$ cat src/rtl/spi_master.sv
// SPI mode-0 master. Sends one byte per accepted start and can hold SSEL low across a burst.
// It also enforces a minimum SSEL-high gap between messages.
module spi_master #(
  parameter int DIV = 4,
  parameter int GAP = 4
) (
  input  logic       clk,
  input  logic       rst,
  input  logic       start,
  input  logic       keep,
  input  logic [7:0] tx_data,
  output logic       ready,
  output logic [7:0] rx_data,
  output logic       rx_valid,
  output logic       SCK,
  output logic       MOSI,
  input  logic       MISO,
  output logic       SSEL
);

  localparam logic [2:0] S_IDLE  = 3'd0;
  localparam logic [2:0] S_LEAD  = 3'd1;
  localparam logic [2:0] S_HIGH  = 3'd2;
  localparam logic [2:0] S_LOW   = 3'd3;
  localparam logic [2:0] S_DONE  = 3'd4;
  localparam logic [2:0] S_BURST = 3'd5;
  localparam logic [2:0] S_GAPW  = 3'd6;

  localparam logic [7:0] DIV_M1 = 8'(DIV - 1);
  localparam logic [7:0] GAP_M1 = 8'(GAP - 1);

  logic [2:0] state_q, state_d;
  logic [7:0] cnt_q, cnt_d;
  logic [2:0] bit_q, bit_d;
  logic [7:0] sh_q, sh_d;
  logic       sck_q, sck_d;
  logic       mosi_q, mosi_d;
  logic       ssel_q, ssel_d;
  logic       ready_q, ready_d;
  logic       rxv_q, rxv_d;
  logic [7:0] rxd_q, rxd_d;
  logic       half_done_s;

  assign half_done_s = (cnt_q == DIV_M1);

  // Next-state and output-register computation for the transfer sequencer
  always_comb begin
    state_d = state_q;
    cnt_d   = cnt_q;
    bit_d   = bit_q;
    sh_d    = sh_q;
    sck_d   = sck_q;
    mosi_d  = mosi_q;
    ssel_d  = ssel_q;
    ready_d = ready_q;
    rxv_d   = 1'b0;
    rxd_d   = rxd_q;
    case (state_q)
      S_IDLE, S_BURST: begin
        if (start && ready_q) begin
          sh_d    = tx_data;
          mosi_d  = tx_data[7];
          ssel_d  = 1'b0;
          bit_d   = 3'd0;
          cnt_d   = 8'd0;
          ready_d = 1'b0;
          state_d = S_LEAD;
        end else if ((state_q == S_BURST) && !keep) begin
          ssel_d  = 1'b1;
          ready_d = 1'b0;
          cnt_d   = 8'd0;
          state_d = S_GAPW;
        end else begin
          ready_d = 1'b1;
        end
      end
      S_LEAD, S_LOW: begin
        if (half_done_s) begin
          sck_d   = 1'b1;
          sh_d    = {sh_q[6:0], MISO};
          cnt_d   = 8'd0;
          state_d = S_HIGH;
        end else begin
          cnt_d = cnt_q + 8'd1;
        end
      end
      S_HIGH: begin
        if (half_done_s) begin
          sck_d = 1'b0;
          cnt_d = 8'd0;
          // The shift register's MSB already holds the next outgoing bit after the rising-edge shift
          if (bit_q != 3'd7) begin
            mosi_d  = sh_q[7];
            bit_d   = bit_q + 3'd1;
            state_d = S_LOW;
          end else begin
            rxv_d   = 1'b1;
            rxd_d   = sh_q;
            state_d = S_DONE;
          end
        end else begin
          cnt_d = cnt_q + 8'd1;
        end
      end
      S_DONE: begin
        cnt_d = 8'd0;
        if (keep) begin
          ready_d = 1'b1;
          state_d = S_BURST;
        end else begin
          ssel_d  = 1'b1;
          state_d = S_GAPW;
        end
      end
      S_GAPW: begin
        if (cnt_q == GAP_M1) begin
          cnt_d   = 8'd0;
          ready_d = 1'b1;
          state_d = S_IDLE;
        end else begin
          cnt_d = cnt_q + 8'd1;
        end
      end
      default: begin
        state_d = S_IDLE;
        cnt_d   = 8'd0;
        sck_d   = 1'b0;
        ssel_d  = 1'b1;
        ready_d = 1'b0;
      end
    endcase
  end

  // State and output registers with asynchronous reset
  always_ff @(posedge clk or posedge rst) begin
    if (rst) begin
      state_q <= S_IDLE;
      cnt_q   <= 8'd0;
      bit_q   <= 3'd0;
      sh_q    <= 8'd0;
      sck_q   <= 1'b0;
      mosi_q  <= 1'b0;
      ssel_q  <= 1'b1;
      ready_q <= 1'b0;
      rxv_q   <= 1'b0;
      rxd_q   <= 8'd0;
    end else begin
      state_q <= state_d;
      cnt_q   <= cnt_d;
      bit_q   <= bit_d;
      sh_q    <= sh_d;
      sck_q   <= sck_d;
      mosi_q  <= mosi_d;
      ssel_q  <= ssel_d;
      ready_q <= ready_d;
      rxv_q   <= rxv_d;
      rxd_q   <= rxd_d;
    end
  end

  assign ready    = ready_q;
  assign rx_data  = rxd_q;
  assign rx_valid = rxv_q;
  assign SCK      = sck_q;
  assign MOSI     = mosi_q;
  assign SSEL     = ssel_q;

endmodule

$ cat config.mk
export PLATFORM = sky130hd
export DESIGN_NAME = spi_master
export DESIGN_NICKNAME = d
export VERILOG_FILES = /design/src/rtl/spi_master.sv
export SDC_FILE = /design/constraint.sdc
export NUM_CORES = 1
export LEC_CHECK = 0
export ABC_AREA = 1
export BUFFER_PORTS_ARGS = -buffer_cell sky130_fd_sc_hd__buf_2
export CORE_MARGIN = 3
export CORE_UTILIZATION = 59
export DETAILED_ROUTE_END_ITERATION = 10
export HOLD_SLACK_MARGIN = 0.12
export PLACE_DENSITY = 0.79
export SLEW_MARGIN = 20
export SYNTH_ARGS = -nofsm -noshare
export SYNTH_HDL_FRONTEND = slang
export SYNTH_SLANG_ARGS = --single-unit
$ cat constraint.sdc
create_clock -name clk -period 2.6 [get_ports clk]
set_clock_uncertainty 0.05 [all_clocks]
set_input_delay 0.26 -clock clk [delete_from_list [all_inputs] [get_ports clk]]
set_output_delay 0.26 -clock clk [all_outputs]
set_load 0.1 [all_outputs]
==> results of run 1 <==
[worst max-delay path by stage]
stage | slack [ns] | endpoint | startpoint
2_1_floorplan | 0.71 | MOSI | ready
3_3_place_gp | 0.97 | bit_q[1] | bit_q[0]
3_5_place_dp | 0.95 | bit_q[2] | state_q[1]
4_1_cts | 0.94 | bit_q[2] | state_q[1]
5_1_grt | 0.77 | MOSI | state_q[1]
6_report | 0.92 | bit_q[0] | state_q[1]
[cells by family (layout without fill, tap and decap cells)]
kind of cell / Yosys count / in the layout / synth area share [%]
compound gates: 28 / 28 / 8.460
fa+ha+maj: 3 / 3 / 1.813
buf+inv: 41 / 69 / 9.063
flops: 35 / 35 / 42.36
simple gates: 173 / 173 / 38.31
[critical path: stages (launching register included)]
cell	delay (ns)
dfrtp_1	0.54
inv_4	0.15
nand2_1	0.07
nand2_1	0.09
nand3_2	0.25
nand2_2	0.19
nand2_1	0.12
nand2_1	0.07
nand2_1	0.04
[Yosys cell counts, types with 2 or more instances]
cell type / n / area, sq um
a21oi_1: 2 / 10.01
buf_2: 3 / 15.01
buf_4: 2 / 15.01
buf_6: 2 / 22.52
dfrtp_1: 34 / 850.8
ha_1: 3 / 37.54
inv_1: 27 / 101.4
inv_2: 4 / 15.01
inv_4: 3 / 18.77
nand2_1: 105 / 394.1
nand2_2: 4 / 25.02
nand2_4: 3 / 33.78
nand3_1: 23 / 115.1
nand3_4: 2 / 35.03
nand4_1: 3 / 18.77
nor2_1: 26 / 97.59
nor2_4: 3 / 33.78
nor3_1: 2 / 10.01
o21ai_0: 10 / 50.05
o21ai_1: 6 / 30.03
o21ai_2: 9 / 78.83
[registers in the layout (all words and copies together), names as in the netlist]
name / cells
rx_valid: 1
sh_q: 8
state_q: 3
SSEL: 1
SCK: 1
rx_data: 8
bit_q: 3
ready: 1
cnt_q: 8
MOSI: 1
[repair_timing]
item,4_1_cts,5_1_grt
hold buffers,1,0
hold endpoints to repair,9,0
endpoints found under the setup margin,0,0
[routing by layer]
layer / wire (microns) / GRT usage, %
met4: 98 / 9.845
met3: 224 / 5.812
met2: 1927 / 35.52
met5: 0 / 0
met1: 1996 / 32.04
[per-stage QoR]
step	hold WS, ns	setup slack, ns	total power, mW	cell area (sq um)	util, %
after floorplan	0.3636	0.7116	1.948	2071	-
after global placement	0.1999	0.9681	2.151	2206	68.87
after detailed placement	0.2102	0.9539	2.162	2206	68.87
after CTS	0.1563	0.9371	2.652	2317	72.34
after global routing	0.1503	0.7682	2.876	2317	72.34
final	0.1607	0.9219	2.646	2317	72.34
[cells in the final DEF, fill, tap and decap left out, drive strengths merged, types with 3 or more instances in the layout]
| cell type | instances |
|---|---|
| clkbuf | 6 |
| nand4 | 3 |
| o21ai | 25 |
| inv | 34 |
| nand3 | 26 |
| nor2 | 29 |
| buf | 26 |
| ha | 3 |
| nand2 | 113 |
| dfrtp | 34 |
[final cells by class]
type / instances / area, sq um / share of cell area (%)
clock buffers: 6 / 41.29 / 1.782
clock inverters: 2 / 60.06 / 2.592
inverters: 34 / 135.1 / 5.832
multi-input cells: 204 / 1006 / 43.41
flip-flops and latches: 35 / 877.1 / 37.85
well taps: 44 / 55.05 / 2.376
repair buffers: 27 / 142.6 / 6.156
[where the power goes]
part           internal [mW]  switching [mW]
Combinational          0.371           0.928
Clock                  0.300           0.193
Sequential             0.699           0.155
Total                   1.37            1.28
==> results.md, run 1 <==
- DR vias/cell: 5.077
- WL/cell: 12.06 microns
- Fill count: 298
- Final period utilization: 64.54%
- Die Height: 65.24 microns
- Setup CP Type: reg2reg
- Total CTS buffers: 5
- Worst Path Required: 2.80 ns
- R2R cell count: 8
- CTS tree: built
- Initial antenna violation count: 0
- Number of antenna-violating nets in the routed design: 0
- Post-synthesis instance total: 280
- Min-Delay Path Class: in2reg
- Slew margin rel.: 67.84%
- Worst hold start: MISO
- Post-synthesis cell area: 2071 sq um
- Hold endpoint: sh_q[0]
- Power per cell area: 1142 nW/um^2
- Fin cells: 352
- Async set-reset flop share out of synthesis: 100.0%
- DRT iter0 DRCs: 142
- Worst skew pair latency: 0.35 ns
- Leak: 1.303 nW
- Number of global-route vias before repair: 1722
- GP Congestion: 0.9466
- Die X: 65.24 microns
- Remaining DRCs: 0
- Setup bufs post-CTS: 0
- Num rows: 20
- Reg2reg end: bit_q[0]
- Deepest clock path buffer count: 2
- Area added between synthesis and finish: 11.90%
- Hold path depth: 5
- Fmax: 595.9 MHz
- DR vias: 1787
- Max Slew Vio Count: 0
- DR pass1 iterations: 4
- Total global routing overflow: 0
- Setup violators final: 0
- Syn_nets: 296
- Clock-pin slew on the worst setup and hold paths: 0.11 ns
- EDFF count, synth: 0
- Max FO, Critical Path: 12
- Starting density of the core: 64.65%
- Clock Sinks: 35
- Worst Path Arrival: 1.88 ns
- Final Hold Vio Count: 0
- N_diodes: 0
- Largest net degree at the start of global routing: 27
- Top FF cell, synth: dfrtp_1
- Core Box Area: 3203 sq um
- All-Layer GR Usage: 23.48%
- Slew @ Worst Pin: 0.4857 ns
- Setup TNS: 0 ns
- Syn avg cell area: 7.395 sq um
- Synth warn: 0
- Critical R2R Launch: state_q[1]
- Critical path launch point type: flip-flop
- Flop2flop setup slack: 0.92 ns
- Run status: finished, final reports clean
- Hpwl dp: 3166 microns
- Minimum clock period: 1.678 ns
- Sequential-to-total area share from yosys stat: 42.36%
- Layout cells sized above 1: 20.78%
- Peak VDD IR: 0.0007141 V
- Final WL: 4246 microns
- CP endpoint kind: flip-flop
- H-tree depth: 2
- Root buffer cell: clkbuf_4
- Max-Cap Viols: 0
- IO Pins: 26
- Synth Register Bits: 35
- Layout Nets: 323
- Post-CTS sizing: 0
- Port Buffers: 25
- RSZ-0062 raised after global routing: false
- Placed Cells: 343
- Die area: 4256 sq um
- Distinct cells, synth: 25
- First-pass GRT wire length: 7693 microns
Power figures use the tool's default switching activity.
==> inputs of run 2 (changes only) <==
ABC_AREA = 0   (was 1)
CORE_UTILIZATION = 51   (was 59)
PLACE_DENSITY = 0.73   (was 0.79)
clock period = 1.5 ns   (was 2.6 ns; I/O delays follow)
==> run 2 against run 1 <==
The flow now finishes with violations (setup timing). Highest routed layer unchanged. Synthesized area fell by 11%. Largest power group unchanged. Critical endpoint is now rx_data[0]. Wire length increased by 21%. Sequential cell count did not move.
==> results.md, run 2 <==
- Hpwl dp: 3201 microns
- GR Util met2: 41.30%
- Leak: 1.343 nW
- GR Layer Usage met3: 5.272%
- CP endpoint kind: flip-flop
- Die area: 4366 sq um
- Ranking of synthesized cells by area: dfrtp_1 46%, mux2_2 13%, mux2_4 6.5%, o21ai_0 3.0%, a21oi_1 2.2%
- Main combinational cell family by area after synthesis: multiplexers
- Fmax: 518.1 MHz
- EDFF count, synth: 0
- Starting density of the core: 53.88%
- DR vias/cell: 5.753
- Syn avg cell area: 11.58 sq um
- RSZ-0062 raised after global routing: true
- Remaining DRCs: 0
- Die Height: 66.08 microns
- Top FF cell, synth: dfrtp_1
- Post-synthesis mux area share: 21.62%
- GP Congestion: 0.9157
- Layout cells sized above 1: 57.96%
- Syn_nets: 175
- Port Buffers: 25
- Worst Path Arrival: 2.11 ns
- Final WL: 5154 microns
- Commonest non-fill, non-tap cell in the layout: buf_4
- Failing checks: setup timing
- Synth warn: 0
- Setup CP Type: reg2reg
- Clock-pin slew on the worst setup and hold paths: 0.10 ns
- Fin cells: 291
- Total CTS buffers: 5
- Met1 global-route usage: 28.74%
- Total power: 5.159 mW
- H-tree depth: 2
- Sequential Power Share: 27.3%
- Sequential-to-total area share from yosys stat: 47.65%
- Root buffer cell: clkbuf_4
- Max FO, Critical Path: 5
- Slew @ Worst Pin: 0.5703 ns
- Post-Synth XOR/XNOR Area: 0%
- Post-synth top area share: 46.23%
- Minimum clock period: 1.930 ns
- Internal Power: 3.147 mW
- Die X: 66.08 microns
- Adder-cell area share of the yosys netlist: 2.039%
- Post-route setup slack: -0.4302 ns
- Max-Cap Viols: 0
- DRT iter0 DRCs: 120
- Post-synth top area cell: dfrtp_1
- Worst skew pair latency: 0.35 ns
- Sw Ratio: 39.00%
- Distinct cells, synth: 40
- Commonest cells post-synth: 34 x dfrtp_1, 22 x mux2_2, 11 x o21ai_0
- Num rows: 21
- Most common cell in the netlist: dfrtp_1
- Post-synthesis compound-gate area fraction: 12.92%
- Synth Register Bits: 35
- Max Slew Vio Count: 0
- Run status: finished with violations
- Placed Cells: 263
- Final Hold Vio Count: 0
- Number of antenna-violating nets in the routed design: 0
- Placement Setup Slack: -0.3535 ns
- Min-Delay Path Class: in2reg
- IO Pins: 26
- Slew margin rel.: 61.94%
- CTS tree: built
- Post-synthesis cell area: 1841 sq um
- Total global routing overflow: 0
- Area added between synthesis and finish: 49.69%
- Initial antenna violation count: 0
- Clock Sinks: 35
- Peak VDD IR: 0.001038 V
- First-pass GRT wire length: 7665 microns
- DR pass1 iterations: 4
- DR vias: 1674
- Most frequent cells in the layout: 45 x buf_4, 33 x dfrtp_1, 23 x buf_2
- Combinational group share of total power: 59.3%
- Post-synthesis instance total: 159
- Grt peak-use layer: met2
- R2R cell count: 6
- Deepest clock path buffer count: 2
- WL/cell: 17.71 microns
- Power per cell area: 1873 nW/um^2
- Number of global-route vias before repair: 1607
- Critical path launch point type: flip-flop
- Async set-reset flop share out of synthesis: 100.0%
- NetSw: 2.012 mW
- N_diodes: 0
- Final period utilization: 128.7%
- Largest net degree at the start of global routing: 24
- Core Box Area: 3416 sq um
- All-Layer GR Usage: 23.52%
- Layout Nets: 260
- Worst Path Required: 1.68 ns
- Clock share of power: 13.3%
- Hold path depth: 3
- Setup violators final: 34
- Synth Area in Simple Gates: 13.12%
## run 2: cell types whose count changed in the layout (fill, tap and decap cells not counted), moves of 4 or more
cell	previous run	this run
mux2_4	0	20
nor2_1	26	2
nand2_1	105	5
o21ai_2	9	0
o21ai_0	10	6
nand3_1	23	3
inv_1	27	4
buf_6	0	8
buf_4	1	45
dlygate4sd3_1	1	6
mux2_2	0	10
## run 2: final cells by class
type / instances / area (sq um)
multi-input combinational: 113 / 1074
sequential: 35 / 880.8
fill: 187 / 660.6
timing repair buffer: 84 / 643.1
tap: 46 / 57.56
clock inverter: 3 / 43.79
clock buffer: 5 / 37.54
inverter: 5 / 18.77
## run 2: logic make-up after synthesis
group                    Yosys count
adder cells (fa/ha/maj)            3
AO/OA/AOI/OAI                     37
flip-flops                        35
buffers and inverters             11
AND/OR/NAND/NOR                   40
multiplexers                      33
## run 2: critical path, stage by stage (launching register included)
cell,delay (ns)
dfrtp_1,0.38
ha_2,0.19
nor4b_4,0.27
nand2_2,0.10
or3_4,0.39
buf_6,0.15
mux2_4,0.29
## run 2: through the flow
step	hold slack (ns)	setup TNS (ns)	util, %	area [sq um]
after floorplan	0.2536	-8.672	-	1868
after detailed placement	0.1731	-8.041	68.17	2328
after global routing	0.1193	-12.49	80.66	2755
after CTS	0.1214	-7.046	76.63	2618
final	0.1285	-9.713	80.66	2755
after global placement	0.1679	-6.761	68.17	2328
## run 2: per-layer routing
| metal | part of all wire (%) | vias to the layer above | wire [microns] |
|---|---|---|---|
| met5 | 0 | - | 0 |
| met2 | 53 | 70 | 2706 |
| met3 | 4.6 | 16 | 237 |
| li1 | - | 769 | - |
| met1 | 41 | 819 | 2108 |
| met4 | 2.0 | 0 | 102 |
## run 2: final timing paths
| check | endpoint | slack (ns) | start |
|---|---|---|---|
| max reg2reg | rx_data[0] | -0.43 | cnt_q[1] |
| max in group asynchronous | state_q[0] | 0.54 | rst |
| min | sh_q[0] | 0.13 | MISO |
| max | rx_data[0] | -0.43 | cnt_q[1] |
| min in group asynchronous | ready | 0.34 | rst |
| min reg2reg | rx_data[6] | 0.47 | rx_data[6] |
## run 2: power by group through the flow
stage	sequential, mW	combinational (mW)	clock [mW]
floorplan	1.67	1.18	0
global placement	1.38	2.25	0
detailed placement	1.42	2.33	0
CTS	1.40	2.66	0.695
global route	1.44	3.28	0.736
finish	1.41	3.06	0.688
## run 2: what timing repair did
action,in CTS,in global routing
endpoints found under the hold margin,16,0
setup endpoints to repair,34,33
pin swaps,16,6
hold buffers,6,0
setup buffers,8,5
resized for setup,23,29
gates cloned,0,1
